===== config.mk =====
export PLATFORM = sky130hd
export DESIGN_NAME = bb_share_sched
export DESIGN_NICKNAME = d
export VERILOG_FILES = /design/src/rtl/bb_share_sched.sv
export SDC_FILE = /design/constraint.sdc
export NUM_CORES = 1
export LEC_CHECK = 0
export CORE_AREA = 4 4 68 45
export DETAILED_ROUTE_END_ITERATION = 16
export DIE_AREA = 0 0 72 49
export PLACE_DENSITY = 0.8
export SLEW_MARGIN = 25
export SYNTH_ARGS = -nofsm -noshare
export SYNTH_HDL_FRONTEND = slang
export SYNTH_SLANG_ARGS = --single-unit

===== constraint.sdc =====
create_clock -name clk -period 2.06 [get_ports clk]
set_input_delay 0.206 -clock clk [delete_from_list [all_inputs] [get_ports clk]]
set_output_delay 0.206 -clock clk [all_outputs]
set_load 0.01 [all_outputs]

===== src/rtl/bb_share_sched.sv =====
`default_nettype none
// ============================================================================
//  Module   : bb_share_sched
//  Purpose  : Round-robin time-sharing of one black-box in1/in2 cell among N requesters.
//  Revision : 1.0  initial release
// ============================================================================
module bb_share_sched #(
    parameter int N    = 4,
    parameter int HOLD = 2
) (
    input  logic         clk,
    input  logic         rst,
    input  logic [N-1:0] req_i,
    input  logic [N-1:0] op_a_i,
    input  logic [N-1:0] op_b_i,
    output logic [N-1:0] gnt_o,
    output logic [N-1:0] done_o,
    output logic         sum_o,
    output logic         cout_o,
    output logic         bb_in1_o,
    output logic         bb_in2_o,
    output logic         bb_en_o,
    output logic         busy_o
);

    localparam int PTR_W = $clog2(N);
    localparam int CNT_W = (HOLD > 1) ? $clog2(HOLD) : 1;
    localparam logic [PTR_W-1:0] C_LAST     = PTR_W'(N - 1);
    localparam logic [PTR_W:0]   C_N        = (PTR_W + 1)'(N);
    localparam logic [CNT_W-1:0] C_CNT_LAST = CNT_W'(HOLD - 1);

    typedef enum logic [1:0] {
        S_IDLE  = 2'd0,
        S_SERVE = 2'd1,
        S_DONE  = 2'd2
    } state_t;

    state_t           state_q;
    logic [PTR_W-1:0] ptr_q;
    logic [PTR_W-1:0] win_q;
    logic [CNT_W-1:0] cnt_q;
    logic [N-1:0]     gnt_q;
    logic [N-1:0]     done_q;
    logic             sum_q;
    logic             cout_q;
    logic             bb_in1_q;
    logic             bb_in2_q;
    logic             bb_en_q;
    logic             busy_q;

    logic             found_d;
    logic [PTR_W-1:0] win_d;
    logic [PTR_W:0]   scan_d;

    // Scan upward from ptr with an explicit mod-N wrap so non-power-of-two N works.
    always_comb begin
        found_d = 1'b0;
        win_d   = '0;
        scan_d  = '0;
        for (int i = 0; i < N; i++) begin
            scan_d = {1'b0, ptr_q} + (PTR_W + 1)'(i);
            if (scan_d >= C_N) begin
                scan_d = scan_d - C_N;
            end
            if (!found_d && req_i[scan_d[PTR_W-1:0]]) begin
                found_d = 1'b1;
                win_d   = scan_d[PTR_W-1:0];
            end
        end
    end

    always_ff @(posedge clk) begin
        if (rst) begin
            state_q  <= S_IDLE;
            ptr_q    <= '0;
            win_q    <= '0;
            cnt_q    <= '0;
            gnt_q    <= '0;
            done_q   <= '0;
            sum_q    <= 1'b0;
            cout_q   <= 1'b0;
            bb_in1_q <= 1'b0;
            bb_in2_q <= 1'b0;
            bb_en_q  <= 1'b0;
            busy_q   <= 1'b0;
        end else begin
            done_q <= '0;
            case (state_q)
                S_IDLE: begin
                    if (found_d) begin
                        gnt_q    <= N'(1) << win_d;
                        win_q    <= win_d;
                        bb_in1_q <= op_a_i[win_d];
                        bb_in2_q <= op_b_i[win_d];
                        bb_en_q  <= 1'b1;
                        busy_q   <= 1'b1;
                        cnt_q    <= '0;
                        state_q  <= S_SERVE;
                    end
                end
                S_SERVE: begin
                    if (cnt_q == C_CNT_LAST) begin
                        sum_q   <= bb_in1_q ^ bb_in2_q;
                        cout_q  <= bb_in1_q & bb_in2_q;
                        done_q  <= gnt_q;
                        bb_en_q <= 1'b0;
                        state_q <= S_DONE;
                    end else begin
                        cnt_q <= cnt_q + CNT_W'(1);
                    end
                end
                S_DONE: begin
                    gnt_q    <= '0;
                    bb_in1_q <= 1'b0;
                    bb_in2_q <= 1'b0;
                    busy_q   <= 1'b0;
                    ptr_q    <= (win_q == C_LAST) ? '0 : win_q + PTR_W'(1);
                    state_q  <= S_IDLE;
                end
                default: begin
                    state_q <= S_IDLE;
                end
            endcase
        end
    end

    assign gnt_o    = gnt_q;
    assign done_o   = done_q;
    assign sum_o    = sum_q;
    assign cout_o   = cout_q;
    assign bb_in1_o = bb_in1_q;
    assign bb_in2_o = bb_in2_q;
    assign bb_en_o  = bb_en_q;
    assign busy_o   = busy_q;

endmodule
`default_nettype wire


; ---- Yosys cells after proc, flatten, opt, wreduce, memory -nomap -nowiden
; Cells that the tools add are included.
[word_totals]
register_bits = 21
in_bits = 14
output_inout_bits = 14
wordCells = 97
[classes]
n_addsub = 9
magnitude_cmp = 9
eq_ne = 5
n_shift = 1
n_mux = 41
bitwise_logic = 4
n_reduce_logical = 16
[ops]
columns = op, n
row1 = 2-to-1 mux 2 bit, 11
row2 = 2-to-1 mux 1 bit, 16
row3 = "less-than comparator 2 x 3 -> 1 bit, second input constant", 5
row4 = binary-select mux 1 bit (select 2 bit), 6
row5 = case mux 1 bit (2 select lines), 5
row6 = AND reduction 2 bit, 5
row7 = "greater-or-equal comparator 3 bit, second input constant", 3
row8 = case mux 4 bit (2 select lines), 1
row9 = "subtractor 2 x 1 -> 2 bit, second input constant", 4
row10 = "adder 2 x 2 -> 3 bit, second input constant", 2
row11 = "== test 2 bit, second input constant", 2
row12 = 2-to-1 mux 4 bit, 1
row13 = "inequality test 2 bit, second input constant", 2
row14 = case mux 2 bit (2 select lines), 1
row15 = nonzero test 2 bit, 2
row16 = "<< shifter 1 x 2 -> 4 bit, first input constant", 1
row17 = "adder 2 x 1 -> 3 bit, second input constant", 1
row18 = "greater-or-equal comparator 2 x 3 -> 1 bit, second input constant", 1
row19 = logical AND 1 bit, 3
row20 = logical NOT 1 bit, 3
row21 = AND reduction 3 bit, 1
row22 = OR reduction 3 bit, 1
row23 = "adder 2 x 1 -> 2 bit, second input constant", 1
row24 = "== test 2 x 1 -> 1 bit, second input constant", 1
row25 = 5 further kinds, 6

; ---- Longest topological paths before layout
; Gate-level depths: netlist of the first run.
[logic_depth]
depth_word = 18
mapped_depth = 6
ltp_nobuf = 5

; ---- Worst setup path before layout of the first run
; Ideal clock, no wire load.
[synth_timing]
path_type = reg2reg
start = register ptr_q[1]
end = register bb_in1_q (netlist: bb_in1_o)
setup_time_ps = 124
arrival_ps = 1336
required_time_ps = 1936
path_slack_ps = 600
stages_incl_launch_ff = 7
path_buffers = 1
synth_period_minus_slack_ps = 1460
path_cell_list = dfxtp_1 > buf_6 > mux2i_2 > nor2_4 > nor3_4 > mux2i_1 > o211ai_2
[synth_between]
elab_chain_len = 18
elab_cells_between_ends = 43
classes_between = add/sub (7) / order compare (4) / eq/ne (1) / mux (24) / reduce/logical (7)
[synth_lines]
columns = item, line
row1 = from (decl), 39  ; logic [PTR_W-1:0] ptr_q;
row2 = from (signal assigned), 117  ; ptr_q <= (win_q == C_LAST) ? '0 : win_q + PTR_W'(1);
row3 = "parallel branches: the longest is 18 deep, another holds adder 2 x 1 -> 3 bit", -
row4 = to (signal assigned), 93  ; bb_in1_q <= op_a_i[win_d];
row5 = to (decl), 46  ; logic bb_in1_q;
; Several ways; the timed one is not identified. The select of a mux whose other input is x is not followed.
; A chain may end at the register's enable or synchronous reset.

; ---- Worst setup path in the final report of the first run
; Ends and elaborated chain as after synthesis.

==> summary.txt, run 1 <==
Gate Count Post-Synth: 114
Final Max Slew Viols: 0
Vias in the first global route: 876
Sw frac: 0.2580
Initial DRC Count: 34
Unique masters post-synth: 41
Synthesized Nets: 130
Synth top area share: 0.3972
Latest clock arrival within the worst-skew pair: 0.26 ns
Nets@finish: 159
Final TNS setup: 0 ns
Final estimated routing congestion in global placement: 0.8290
Initial Util: 0.4379
Critical Path End Type: register
Smallest hold slack: 0.4627 ns
Initial antenna violation count: 0
Synth Area in Adders: 0.02364
Worst hold path class: reg -> reg
Clock power frac: 0.302
Post-Layout Cell Count: 174
Die Y: 49 um
Tot GR Track Use: 0.1428
Post-synth top area cell: dfxtp_1
Rel. slew slack: 0.6975
Compound-gate portion of the synthesized area: 0.2092
Synth Register Bits: 21
Die width: 72 um
Largest family of logic cells by synthesized area: simple AND/OR/NAND/NOR gates
CTS Root Cell: clkbuf_8
Yosys synthesis warning count: 0
Setup CP Type: reg -> reg
Syn Area/Cell: 9.285 um2
Simple-Gate Fraction of Synth Area: 0.2648
Area growth syn-to-layout: 31.68%
Fin crit share: 0.8314
PD cells: 625.8 mW/mm2
Power Internal: 0.6472 mW
Dpl cells: 170
Final Util: 0.5766
Run status: completed
Top-Level Pins: 28
LEAKAGE: 0.5410 nW
Setup violations, final: 0
CTS sink cnt: 21
Largest net degree at the start of global routing: 13
CTS Buf Count: 3
Number of diodes: 0
Number of cell rows: 14
VDD IR-drop max: 0.3047 mV
Router iterations before antenna repair: 4
Unrepaired setup endpoints after global routing: false
Mux cell area share after synthesis: 0.06028
Total setup buffers inserted after CTS: 0
Clock Tree Buf Depth: 2
WL final: 2.283 mm
Global-route wire length before repair: 3.919 mm
Fin. Hold Viols: 0
DIE AREA: 0.003528 mm2
Residual DRC count: 0
Min Tclk post-route: 1.713 ns
Grt ovf: 0
H-Tree Depth: 1
Combinational power share: 0.190
Remaining antenna violation count: 0
Vias: 917
Startpoint class of the critical path: register
Core area: 0.002417 mm2
DR vias/cell: 5.270
CTS tree: built
XOR/XNOR Fraction of Synth Area: 0
Port Buffers: 27
Synth Cell Area: 0.001059 mm2
Worst Path Required: 2.21 ns
Worst-path clk slew: 0.07 ns
Hpwl dp: 1.819 mm
Cts repair resizes: 0
Critical-path maximum fanout: 7
Avg WL per Cell: 13.12 um
Seq/Total Area, Yosys: 0.3972
Max-Cap Viols: 0
CP arrival: 1.86 ns
Psw: 0.2251 mW
Layout cells sized above 1: 0.1338
F_max: 583.9 MHz
Seq pwr share: 0.508
Worst clock skew: 0.001698 ns
Hold Buf Count CTS: 0
Worst-margin pin slew: 0.4524 ns
Synth top area cells: dfxtp_1, mux2i_1, a21oi_1
-- logic make-up (layout without fill, tap and decap cells) --
kind of cell | Yosys count | in the layout
adders and majority gates | 2 | 2
DFF | 21 | 21
muxes | 6 | 6
and+or+nand+nor | 47 | 47
AOI/OAI and AO/OA | 30 | 30
buffers and inverters | 8 | 36
-- per-stage QoR --
stage,setup slack (ns),area [um2],total power [mW]
after floorplan,0.5999,1059,0.5407
after global placement,0.1439,1348,0.6130
after detailed placement,0.05585,1348,0.6179
after CTS,0.3372,1394,0.8815
after global routing,0.2219,1394,0.9232
final,0.3474,1394,0.8723
-- flip-flops by register name (all words and copies together) (netlist names) --
signal / count
bb_en_o: 1
bb_in1_o: 1
bb_in2_o: 1
busy_o: 1
cnt_q: 1
cout_o: 1
done_o: 4
gnt_o: 4
ptr_q: 2
state_q: 2
sum_o: 1
win_q: 2
-- Yosys cell counts (all sizes together) --
cell	instances
nand3b	3
o21a	1
o2bb2ai	1
o21bai	2
nand3	2
a2111oi	1
nor2	12
o211ai	2
o21ai	5
a21oi	10
nand2b	3
a21o	2
or2	2
nor3b	1
o31ai	2
and2	4
nand4	2
nand2	12
buf	1
mux2i	6
nor4	1
a32oi	1
or4	1
a2111o	2
nor2b	1
clkbuf	4
dfxtp	21
a21boi	1
ha	2
nor3	3
inv	3
-- routing by layer --
metal / up-vias / part of all wire / global-route usage
met5: - / 0 / 0
met4: 0 / 0.0035 / 0.03750
met3: 2 / 0.072 / 0.05967
met2: 35 / 0.41 / 0.2058
met1: 416 / 0.51 / 0.1945
li1: 464 / - / -
-- cell type report --
type	instances	area, um2
Fill cell	211	1023
Multi-Input combinational cell	85	590.6
Sequential cell	21	420.4
Timing Repair Buffer	29	285.3
Clock buffer	3	41.29
Tap cell	32	40.04
Inverter	3	11.26
Clock inverter	1	5.005
-- power by group through the flow --
stage	sequential, mW	clock, mW	combinational (mW)
final	0.443	0.263	0.166
after CTS	0.443	0.272	0.166
after global routing	0.447	0.295	0.182
after global placement	0.452	0	0.161
after detailed placement	0.453	0	0.165
after floorplan	0.454	0	0.0869
-- placed cells by master, fill, tap and decap left out, types with 3 or more instances in the layout --
master / instances
clkdlybuf4s50_1: 27
dfxtp_1: 21
nor2_1: 11
nand2_1: 10
a21oi_1: 9
mux2i_1: 5
o21ai_0: 4
and2_1: 4
inv_1: 3
nand3b_1: 3
clkbuf_8: 3
-- final timing paths --
kind / start / end / slack, ns / cells past startpoint
worst max-delay path: ptr_q[1] / bb_in1_o / 0.35 / 5
worst min-delay path: busy_o / busy_o / 0.46 / 2
worst max register to register: ptr_q[1] / bb_in1_o / 0.35 / 5
worst min register to register: busy_o / busy_o / 0.46 / 2
-- worst max-delay path, stage by stage, from the launching register on --
cell	delay, ns
dfxtp_1	0.48
mux2i_2	0.32
nor2_4	0.07
nor3_4	0.32
mux2i_1	0.29
o211ai_2	0.11
(Power assumes the default switching activity.)
==> inputs of run 2 (changes only) <==
==> constraint.sdc (replaced) <==
create_clock -name clk -period 1.7 [get_ports clk]
set_input_delay 0.17 -clock clk [delete_from_list [all_inputs] [get_ports clk]]
set_output_delay 0.17 -clock clk [all_outputs]
set_load 0.01 [all_outputs]
==> run 2 against run 1 <==
  * Global-route usage up 0.29 points
  * Sequential cell count unchanged
  * Die area unchanged
  * Via count up 3.6%
  * Clock power up 21%
  * Critical path depth up 1
  * Sequential share of layout area down 1.5 points
  * Clock-buffer cell count unchanged
  * Largest cell class unchanged
  * Largest power group unchanged
==> summary.txt, run 2 (synthesis gave the netlist of run 1 again) <==
Combinational power share: 0.204 (was 0.190)
Critical-path maximum fanout: 8 (was 7)
FF+latch area: 421.7 um2 (was 420.4 um2)
Fin. Hold Viols: 0 (unchanged)
CP peak stage delay: 0.63 ns (was 0.48 ns)
Clock Tree Buf Depth: 2 (unchanged)
CP Cell Sequence: clkdlybuf4s50_1, or4_4, nand2_4, nor2_1, nand2_2, o211ai_2 (was mux2i_2, nor2_4, nor3_4, mux2i_1, o211ai_2)
Worst Path Required: 1.85 ns (was 2.21 ns)
Smallest hold slack: 0.4580 ns (was 0.4627 ns)
Max-Cap Viols: 0 (unchanged)
Grt ovf: 0 (unchanged)
Hold Buf Count CTS: 0 (unchanged)
Pwr Total: 1.075 mW (was 0.8723 mW)
Fin crit share: 0.9387
Final estimated routing congestion in global placement: 0.7994 (was 0.8290)
Filler cell count: 207 (was 211)
Hpwl dp: 1.869 mm (was 1.819 mm)
Core area: 0.002417 mm2 (unchanged)
Critical Path End Type: register (unchanged)
Global-route wire length before repair: 4.119 mm (was 3.919 mm)
Met1 wire length: 1.172 mm (was 1.175 mm)
Number of cell rows: 14 (unchanged)
LEAKAGE: 0.5828 nW (was 0.5410 nW)
CTS sink cnt: 21 (unchanged)
Final Util: 0.6077 (was 0.5766)
DR vias/cell: 5.220 (was 5.270)
Die Y: 49 um (unchanged)
Latest clock arrival within the worst-skew pair: 0.26 ns (about the same)
DR WL met3: 162 um (was 165 um)
Port Buffers: 27 (unchanged)
CTS Buf Count: 3 (unchanged)
Commonest non-fill, non-tap cells in the layout: clkdlybuf4s50_1, dfxtp_1, nor2_1, nand2_1, buf_4 (was clkdlybuf4s50_1, dfxtp_1, nor2_1, nand2_1, a21oi_1)
R2r setup slk: 0.14 ns (was 0.35 ns)
Clock power frac: 0.296 (was 0.302)
H-Tree Depth: 1 (unchanged)
Layout cells sized above 1: 0.1933 (was 0.1338)
Top Metal Used: met4 (unchanged)
Final Max Slew Viols: 0 (unchanged)
Psw: 0.2775 mW (was 0.2251 mW)
CP startpoint: req_i[0] (was ptr_q[1])
Sw frac: 0.2581 (was 0.2580)
WL final: 2.394 mm (was 2.283 mm)
Worst hold start: busy_o (unchanged)
Initial antenna violation count: 0 (unchanged)
DIE AREA: 0.003528 mm2 (unchanged)
PD cells: 731.9 mW/mm2 (was 625.8 mW/mm2)
Total setup buffers inserted after CTS: 0 (unchanged)
Number of diodes: 0 (unchanged)
F_max: 626.7 MHz
VDD IR-drop max: 0.3970 mV (was 0.3047 mV)
Run status: completed (unchanged)
Dpl cells: 178 (was 170)
Rel. slew slack: 0.7400 (was 0.6975)
Avg WL per Cell: 13.15 um (was 13.12 um)
Wire length on met2: 1.021 mm (was 934 um)
Min Tclk post-route: 1.596 ns
Worst-path clk slew: 0.07 ns (about the same)
Remaining antenna violation count: 0 (unchanged)
Top-Level Pins: 28 (unchanged)
Hold depth: 2 (unchanged)
Area growth syn-to-layout: 38.77% (was 31.68%)
Residual DRC count: 0 (unchanged)
Tot GR Track Use: 0.1457 (was 0.1428)
R2r endpoint: bb_in1_o (unchanged)
Nets@finish: 167 (was 159)
CP arrival: 1.74 ns (was 1.86 ns)
Area of the multi-input gates: 604.3 um2 (was 590.6 um2)
R2r startpoint: ptr_q[1] (unchanged)
Setup violations, final: 0 (unchanged)
Hold Path Sink: busy_o (unchanged)
Setup CP Type: in -> reg (was reg -> reg)
Largest net degree at the start of global routing: 13 (unchanged)
Vias: 950 (was 917)
Register-to-Register Path Depth: 5 (unchanged)
Post-Layout Cell Count: 182 (was 174)
Final TNS setup: 0 ns (unchanged)
Worst clock skew: 0.001508 ns (was 0.001698 ns)
Initial Util: 0.4379 (unchanged)
Worst hold path class: reg -> reg (unchanged)
Initial DRC Count: 52 (was 34)
Slowest cell on the critical path: or4_4 (was dfxtp_1)
CTS tree: built (unchanged)
Seq pwr share: 0.500 (was 0.508)
Startpoint class of the critical path: primary input (was register)
Router iterations before antenna repair: 4 (unchanged)
Vias in the first global route: 960 (was 876)
CTS Root Cell: clkbuf_8 (unchanged)
Worst-margin pin slew: 0.3888 ns (was 0.4524 ns)
Power Internal: 0.7976 mW (was 0.6472 mW)
Most common cell after layout, fill and taps aside: clkdlybuf4s50_1 (unchanged)
Die width: 72 um (unchanged)
-- run 2: changes by cell type in the layout (fill, tap and decap cells not counted), sizes merged --
cell,before,now
buf,2,10
-- run 2: worst max-delay path: cells and delay by family --
kind	cells	cell delay, ns
and+or+nand+nor	4	0.93
AOI/OAI and AO/OA	1	0.08
buffers and inverters	1	0.56
-- run 2: final cells by class --
type,count,share of cell area
Inverter,3,0.007666
Sequential cell,21,0.2871
Tap cell,32,0.02726
Clock inverter,1,0.003407
Timing Repair Buffer,37,0.2351
Clock buffer,3,0.02811
Multi-Input combinational cell,85,0.4114
-- run 2: worst max path at each step --
stage	end	slack, ns	depth (start not counted)
detailed placement	bb_in1_o	-0.19	6
CTS	bb_in1_o	0.008	5
finish	bb_in2_o	0.10	6
global route	bb_in1_o	-0.02	7
global placement	bb_in1_o	-0.12	6
floorplan	bb_in1_o	0.24	6
-- run 2: metrics by stage --
stage / setup slack [ns] / area, um2
CTS: 0.008262 / 1454
floorplan: 0.2399 / 1059
global route: -0.01977 / 1469
global placement: -0.1161 / 1408
detailed placement: -0.1855 / 1408
finish: 0.1043 / 1469
-- run 2: power groups by stage --
| stage | clock network [mW] | logic (mW) | registers [mW] |
|---|---|---|---|
| 5_1_grt | 0.351 | 0.241 | 0.541 |
| 3_3_place_gp | 0 | 0.209 | 0.547 |
| 3_5_place_dp | 0 | 0.217 | 0.548 |
| 2_1_floorplan | 0 | 0.105 | 0.550 |
| 6_report | 0.318 | 0.220 | 0.538 |
| 4_1_cts | 0.327 | 0.218 | 0.537 |
-- run 2: routing by layer --
| metal | global-route usage | vias up |
|---|---|---|
| met1 | 0.1955 | 428 |
| li1 | - | 482 |
| met3 | 0.04938 | 6 |
| met2 | 0.2119 | 34 |
| met5 | 0 | - |
| met4 | 0.05938 | 0 |
-- run 2: what timing repair did --
action                                 CTS  global route
endpoints found under the hold margin    0             0
setup endpoints to repair                0             6
resized for setup                        0             3
